<file path="config.mk">
export PLATFORM = sky130hd
export DESIGN_NAME = gcd_sequencer
export DESIGN_NICKNAME = d
export VERILOG_FILES = /design/src/rtl/gcd_sequencer.sv
export SDC_FILE = /design/constraint.sdc
export NUM_CORES = 1
export LEC_CHECK = 0
export CAP_MARGIN = 10
export CORE_ASPECT_RATIO = 1.75
export CORE_MARGIN = 10
export CORE_UTILIZATION = 38
export CTS_BUF_LIST = sky130_fd_sc_hd__clkbuf_8
export CTS_CLUSTER_SIZE = 12
export DETAILED_ROUTE_END_ITERATION = 8
export GPL_TIMING_DRIVEN = 1
export HOLD_SLACK_MARGIN = 0.12
export PLACE_DENSITY = 0.82
export SKIP_LAST_GASP = 1
export SYNTH_ARGS = -nofsm -noshare
export SYNTH_HDL_FRONTEND = slang
export SYNTH_SLANG_ARGS = --single-unit
</file>
<file path="constraint.sdc">
create_clock -name CLK -period 2 [get_ports CLK]
set_input_delay 0.2 -clock CLK [delete_from_list [all_inputs] [get_ports CLK]]
set_output_delay 0.2 -clock CLK [all_outputs]
set_load 0.01 [all_outputs]
</file>
<file path="src/rtl/gcd_sequencer.sv">
// gcd_sequencer: runs one GCD-core operation per start pulse. It captures the operands, hands
// them to the core over a valid/ready handshake, waits for the result under a cycle-count
// timeout, optionally pads completion to a fixed length, and reports result, count and error.
module gcd_sequencer #(
  parameter int unsigned WIDTH      = 32,
  parameter logic [11:0] CT_CYCLES  = 12'd256,
  parameter logic [11:0] MAX_CYCLES = 12'd4095
) (
  input  logic             CLK,
  input  logic             RESETn,
  input  logic             START_PULSE,
  input  logic [2:0]       OPCODE,
  input  logic             CONSTANT_TIME,
  input  logic [WIDTH-1:0] OP_A,
  input  logic [WIDTH-1:0] OP_B,
  output logic             CORE_VALID,
  input  logic             CORE_READY,
  output logic [WIDTH-1:0] CORE_A,
  output logic [WIDTH-1:0] CORE_B,
  output logic [2:0]       CORE_OP,
  input  logic             CORE_RES_VALID,
  input  logic [WIDTH-1:0] CORE_RESULT,
  output logic             CORE_ABORT,
  output logic [WIDTH-1:0] RESULT,
  output logic             BUSY,
  output logic             DONE_PULSE,
  output logic [11:0]      CYCLE_COUNT,
  output logic [1:0]       ERR
);

  typedef enum logic [2:0] {StIdle, StIssue, StWait, StPad, StDone} state_e;

  localparam logic [1:0] ErrOk      = 2'b00;
  localparam logic [1:0] ErrIllegal = 2'b01;
  localparam logic [1:0] ErrTimeout = 2'b10;
  localparam logic [1:0] ErrOverrun = 2'b11;

  state_e           state_q, state_d;
  logic [WIDTH-1:0] a_q, a_d, b_q, b_d, result_q, result_d;
  logic [2:0]       op_q, op_d;
  logic             ct_q, ct_d;
  logic [11:0]      cnt_q, cnt_d;
  logic [1:0]       err_q, err_d;
  logic [12:0]      cnt_inc;
  logic [11:0]      cnt_step;
  logic             at_limit;

  // 13-bit increment so a count already at 4095 cannot wrap in the compares
  assign cnt_inc  = {1'b0, cnt_q} + 13'd1;
  assign at_limit = (cnt_inc >= {1'b0, MAX_CYCLES});
  // Saturate: a handshake on the very last ISSUE cycle must not push the count past the bound
  assign cnt_step = (cnt_inc > {1'b0, MAX_CYCLES}) ? MAX_CYCLES : cnt_inc[11:0];

  // Next-state, capture and per-cycle core strobes
  always_comb begin
    state_d    = state_q;
    a_d        = a_q;
    b_d        = b_q;
    op_d       = op_q;
    ct_d       = ct_q;
    cnt_d      = cnt_q;
    err_d      = err_q;
    result_d   = result_q;
    CORE_VALID = 1'b0;
    CORE_ABORT = 1'b0;
    unique case (state_q)
      StIdle: begin
        if (START_PULSE) begin
          a_d   = OP_A;
          b_d   = OP_B;
          op_d  = OPCODE;
          ct_d  = CONSTANT_TIME;
          cnt_d = '0;
          if (OPCODE[2]) begin
            state_d = StDone;
            err_d   = ErrIllegal;
          end else begin
            state_d = StIssue;
            err_d   = ErrOk;
          end
        end
      end
      StIssue: begin
        CORE_VALID = 1'b1;
        cnt_d      = cnt_step;
        if (CORE_READY) begin
          state_d = StWait;
        end else if (at_limit) begin
          state_d    = StDone;
          err_d      = ErrTimeout;
          CORE_ABORT = 1'b1;
        end
      end
      StWait: begin
        cnt_d = cnt_step;
        // A result arriving on the timeout cycle still counts as a result
        if (CORE_RES_VALID) begin
          result_d = CORE_RESULT;
          if (!ct_q || (cnt_inc == {1'b0, CT_CYCLES})) begin
            state_d = StDone;
            err_d   = ErrOk;
          end else if (cnt_inc < {1'b0, CT_CYCLES}) begin
            state_d = StPad;
          end else begin
            state_d = StDone;
            err_d   = ErrOverrun;
          end
        end else if (at_limit) begin
          state_d    = StDone;
          err_d      = ErrTimeout;
          CORE_ABORT = 1'b1;
        end
      end
      StPad: begin
        cnt_d = cnt_step;
        if (cnt_inc == {1'b0, CT_CYCLES}) begin
          state_d = StDone;
        end
      end
      StDone: begin
        state_d = StIdle;
      end
      default: begin
        state_d = StIdle;
      end
    endcase
  end

  // State and datapath registers with synchronous active-low reset
  always_ff @(posedge CLK) begin
    if (!RESETn) begin
      state_q  <= StIdle;
      a_q      <= '0;
      b_q      <= '0;
      op_q     <= '0;
      ct_q     <= 1'b0;
      cnt_q    <= '0;
      err_q    <= '0;
      result_q <= '0;
    end else begin
      state_q  <= state_d;
      a_q      <= a_d;
      b_q      <= b_d;
      op_q     <= op_d;
      ct_q     <= ct_d;
      cnt_q    <= cnt_d;
      err_q    <= err_d;
      result_q <= result_d;
    end
  end

  assign CORE_A      = a_q;
  assign CORE_B      = b_q;
  assign CORE_OP     = op_q;
  assign RESULT      = result_q;
  assign CYCLE_COUNT = cnt_q;
  assign ERR         = err_q;
  assign BUSY        = (state_q == StIssue) || (state_q == StWait) || (state_q == StPad);
  assign DONE_PULSE  = (state_q == StDone);

endmodule

</file>
==> run metrics <==
die width=104 um; global route overflow=0; DR iter-0 viols=223; Worst-Margin Slew=between 0.4 and 0.5 ns; area delta synth->final=71.1%; Min-Delay Path Depth=3; Post-Route Skew=~0.0094 ns; Yosys top cell area share=49.7%; # port buffers=221; crit path DAT=2.20 ns; Syn Nets=roughly 720; share of synthesized registers carrying an async set or reset=0%; row cnt=between 50 and 60; syn avg cell area=7.65 sq um; Peak VDD IR=0.678 mV; routability cong.=0.922; clock sink count=117; min setup slack post-route=-0.402 ns; global-route wire length before repair=27.8 mm; outcome=finished with violations; I/O pin count=~220; Clk pin slew, worst setup/hold paths=0.08 ns; Area after DPL=7460 sq um; Layout Nets=988; Req. time, crit path=1.80 ns; antenna-violating nets left=0; Die Y=~170 um; Startpoint Class=register; GR Util All Layers=20.0%; Syn Inst Count=a little over 600; reg2reg path depth=11; Tcrit/Tclk final=120%; shortest period the worst path allows=2.40 ns; crit-path max FO=4; Seq cells post-synth=between 100 and 150; pin count of the biggest net entering global routing=45; worst hold path class=input pin to register; Final Power=about 0.006 W; antenna diode count=0; Final Hold Violating Endpoints=0; Design Area, Final=8070 sq um; Synth Flop Type=dfxtp_1; Post-route DRC=0; vias in the first global route=5,209; total of max-cap violations=0; r2r startpoint=CYCLE_COUNT[0]; Starting Density=39.1%; Leak Pwr=around 3 nW; FF-to-FF setup slack=-0.19 ns; failing checks=setup timing; Final Max Tran Viols=0; Endpoint, Worst Hold=CORE_A[28]; Avg WL per Cell=16.6 um; number of synthesized flops with an enable pin=0; worst hold start=OP_A[28]; clk_lat worst skew=0.42 ns; Worst Setup End Kind=output port; # H-tree levels=4; share of layout cells above drive strength 1=~15%; top cells by area, synth=dfxtp_1, nand2_1, a21oi_1; PwrDens=approximately 730 nW/um^2; WL final=between 15 and 20 mm; Reg2Reg Capture Point=state_q[2]; synth cell count leaders=nand2_1, dfxtp_1, a21oi_1; vias=5,125; clock buffer depth=2; Core Region=12,100 sq um; most numerous cell in the Yosys netlist=nand2_1; Slew headroom=68.4%; root buffer cell=clkbuf_8; half-perimeter wire length after detailed placement=13.4 mm; die area=17,400 sq um; post-synthesis sequential area ratio=approximately 50%; vias per cell=4.84; Max Freq=416 MHz; TritonCTS clock tree=done; first drt pass iteration count=4; area leader, netlist=dfxtp_1; initial antenna violation count=0; critical path type=register to output port; synthesized area=between 4000 and 5000 sq um; final setup violation count=10; TritonCTS Buffers=17; RSZ-0062 raised after global routing=yes; Netlist cell types=52; Yosys warnings=0; Finished Core Util=66.9%
-- critical path, stage by stage (launching register included) --
cell and delay [ns]:
dfxtp_2 0.34, ha_4 0.17, xnor2_2 0.13, or4b_1 0.49, a211oi_2 0.22, a31oi_2 0.14
nor2_2 0.14, buf_2 0.15
-- what timing repair did --
action	CTS	global route
endpoints found under the setup margin	12	10
gates cloned	0	0
hold buffers	0	0
gates resized for setup	26	10
pin swaps	16	5
setup buffers	11	1
-- cell families after synthesis --
logic type	Yosys count	synth area share, %
XOR/XNOR	3	0.557
buffers and inverters	52	4.30
AND/OR/NAND/NOR	282	25.2
adder cells (fa/ha/maj)	2	0.530
multiplexers	5	1.09
AO/OA/AOI/OAI	156	18.6
flip-flops	117	49.7
-- per-stage QoR --
step	hold WS [ns]	cells	TNS, ns	setup slack (ns)
final	0.320	1059	-1.33	-0.402
after global placement	0.440	1018	-0.964	-0.348
after CTS	0.281	1058	-1.10	-0.428
after floorplan	0.336	617	0	0.0254
after detailed placement	0.445	1018	-1.03	-0.380
after global routing	0.277	1059	-2.35	-0.525
-- layer usage --
layer	up-vias	track usage [%]	share of wire, %
met5	-	0	0
met4	0	7.90	2.1
met3	23	6.80	6.1
met2	145	38.4	58
met1	2374	18.7	34
li1	2583	-	-
-- worst max path at each step --
stage / from / endpoint
4_1_cts: CYCLE_COUNT[0] / CORE_ABORT
5_1_grt: CYCLE_COUNT[1] / CORE_ABORT
2_1_floorplan: CYCLE_COUNT[0] / ERR[1]
3_3_place_gp: CYCLE_COUNT[0] / CORE_ABORT
6_report: CYCLE_COUNT[0] / CORE_ABORT
3_5_place_dp: CYCLE_COUNT[0] / CORE_ABORT
-- layout make-up --
type | instances | area (sq um)
well taps | 165 | 206
fillers | 1032 | 4000
clock inverters | 13 | 156
flip-flops and latches | 117 | 2350
multi-input cells | 448 | 2330
inverters | 9 | 35.0
repair buffers | 288 | 2740
clock buffers | 19 | 262
-- layout by cell type (no fill, tap or decap), types with 3 or more instances in the layout --
cell | synthesis | layout
nand2_1 | 218 | 218
clkdlybuf4s50_1 | 0 | 217
dfxtp_1 | 117 | 114
a21oi_1 | 116 | 114
buf_4 | 1 | 63
nor2_1 | 21 | 19
clkbuf_8 | 0 | 19
inv_1 | 8 | 8
nor3_1 | 9 | 8
nand3_1 | 8 | 7
o21ai_0 | 10 | 7
o21a_1 | 7 | 7
clkinv_2 | 0 | 5
a211oi_2 | 2 | 4
mux2i_1 | 4 | 4
dfxtp_2 | 0 | 3
nand4_1 | 3 | 3
o21ai_1 | 1 | 3
and2_1 | 3 | 3
bufinv_16 | 0 | 3
clkinv_4 | 0 | 3
dlygate4sd2_1 | 0 | 3
-- power breakdown --
| part | internal, W | switching (W) |
|---|---|---|
| Combinational | 0.000574 | 0.000504 |
| Sequential | 0.00246 | 0.0000628 |
| Clock | 0.00130 | 0.000988 |
-- flip-flops by register name, indices dropped and copies added (netlist names) --
| register | flops |
|---|---|
| CORE_A | 32 |
| CYCLE_COUNT | 12 |
| CORE_OP | 3 |
| ct_q | 1 |
| ERR | 2 |
| RESULT | 32 |
| state_q | 3 |
| CORE_B | 32 |
(Power assumes the default switching activity.)
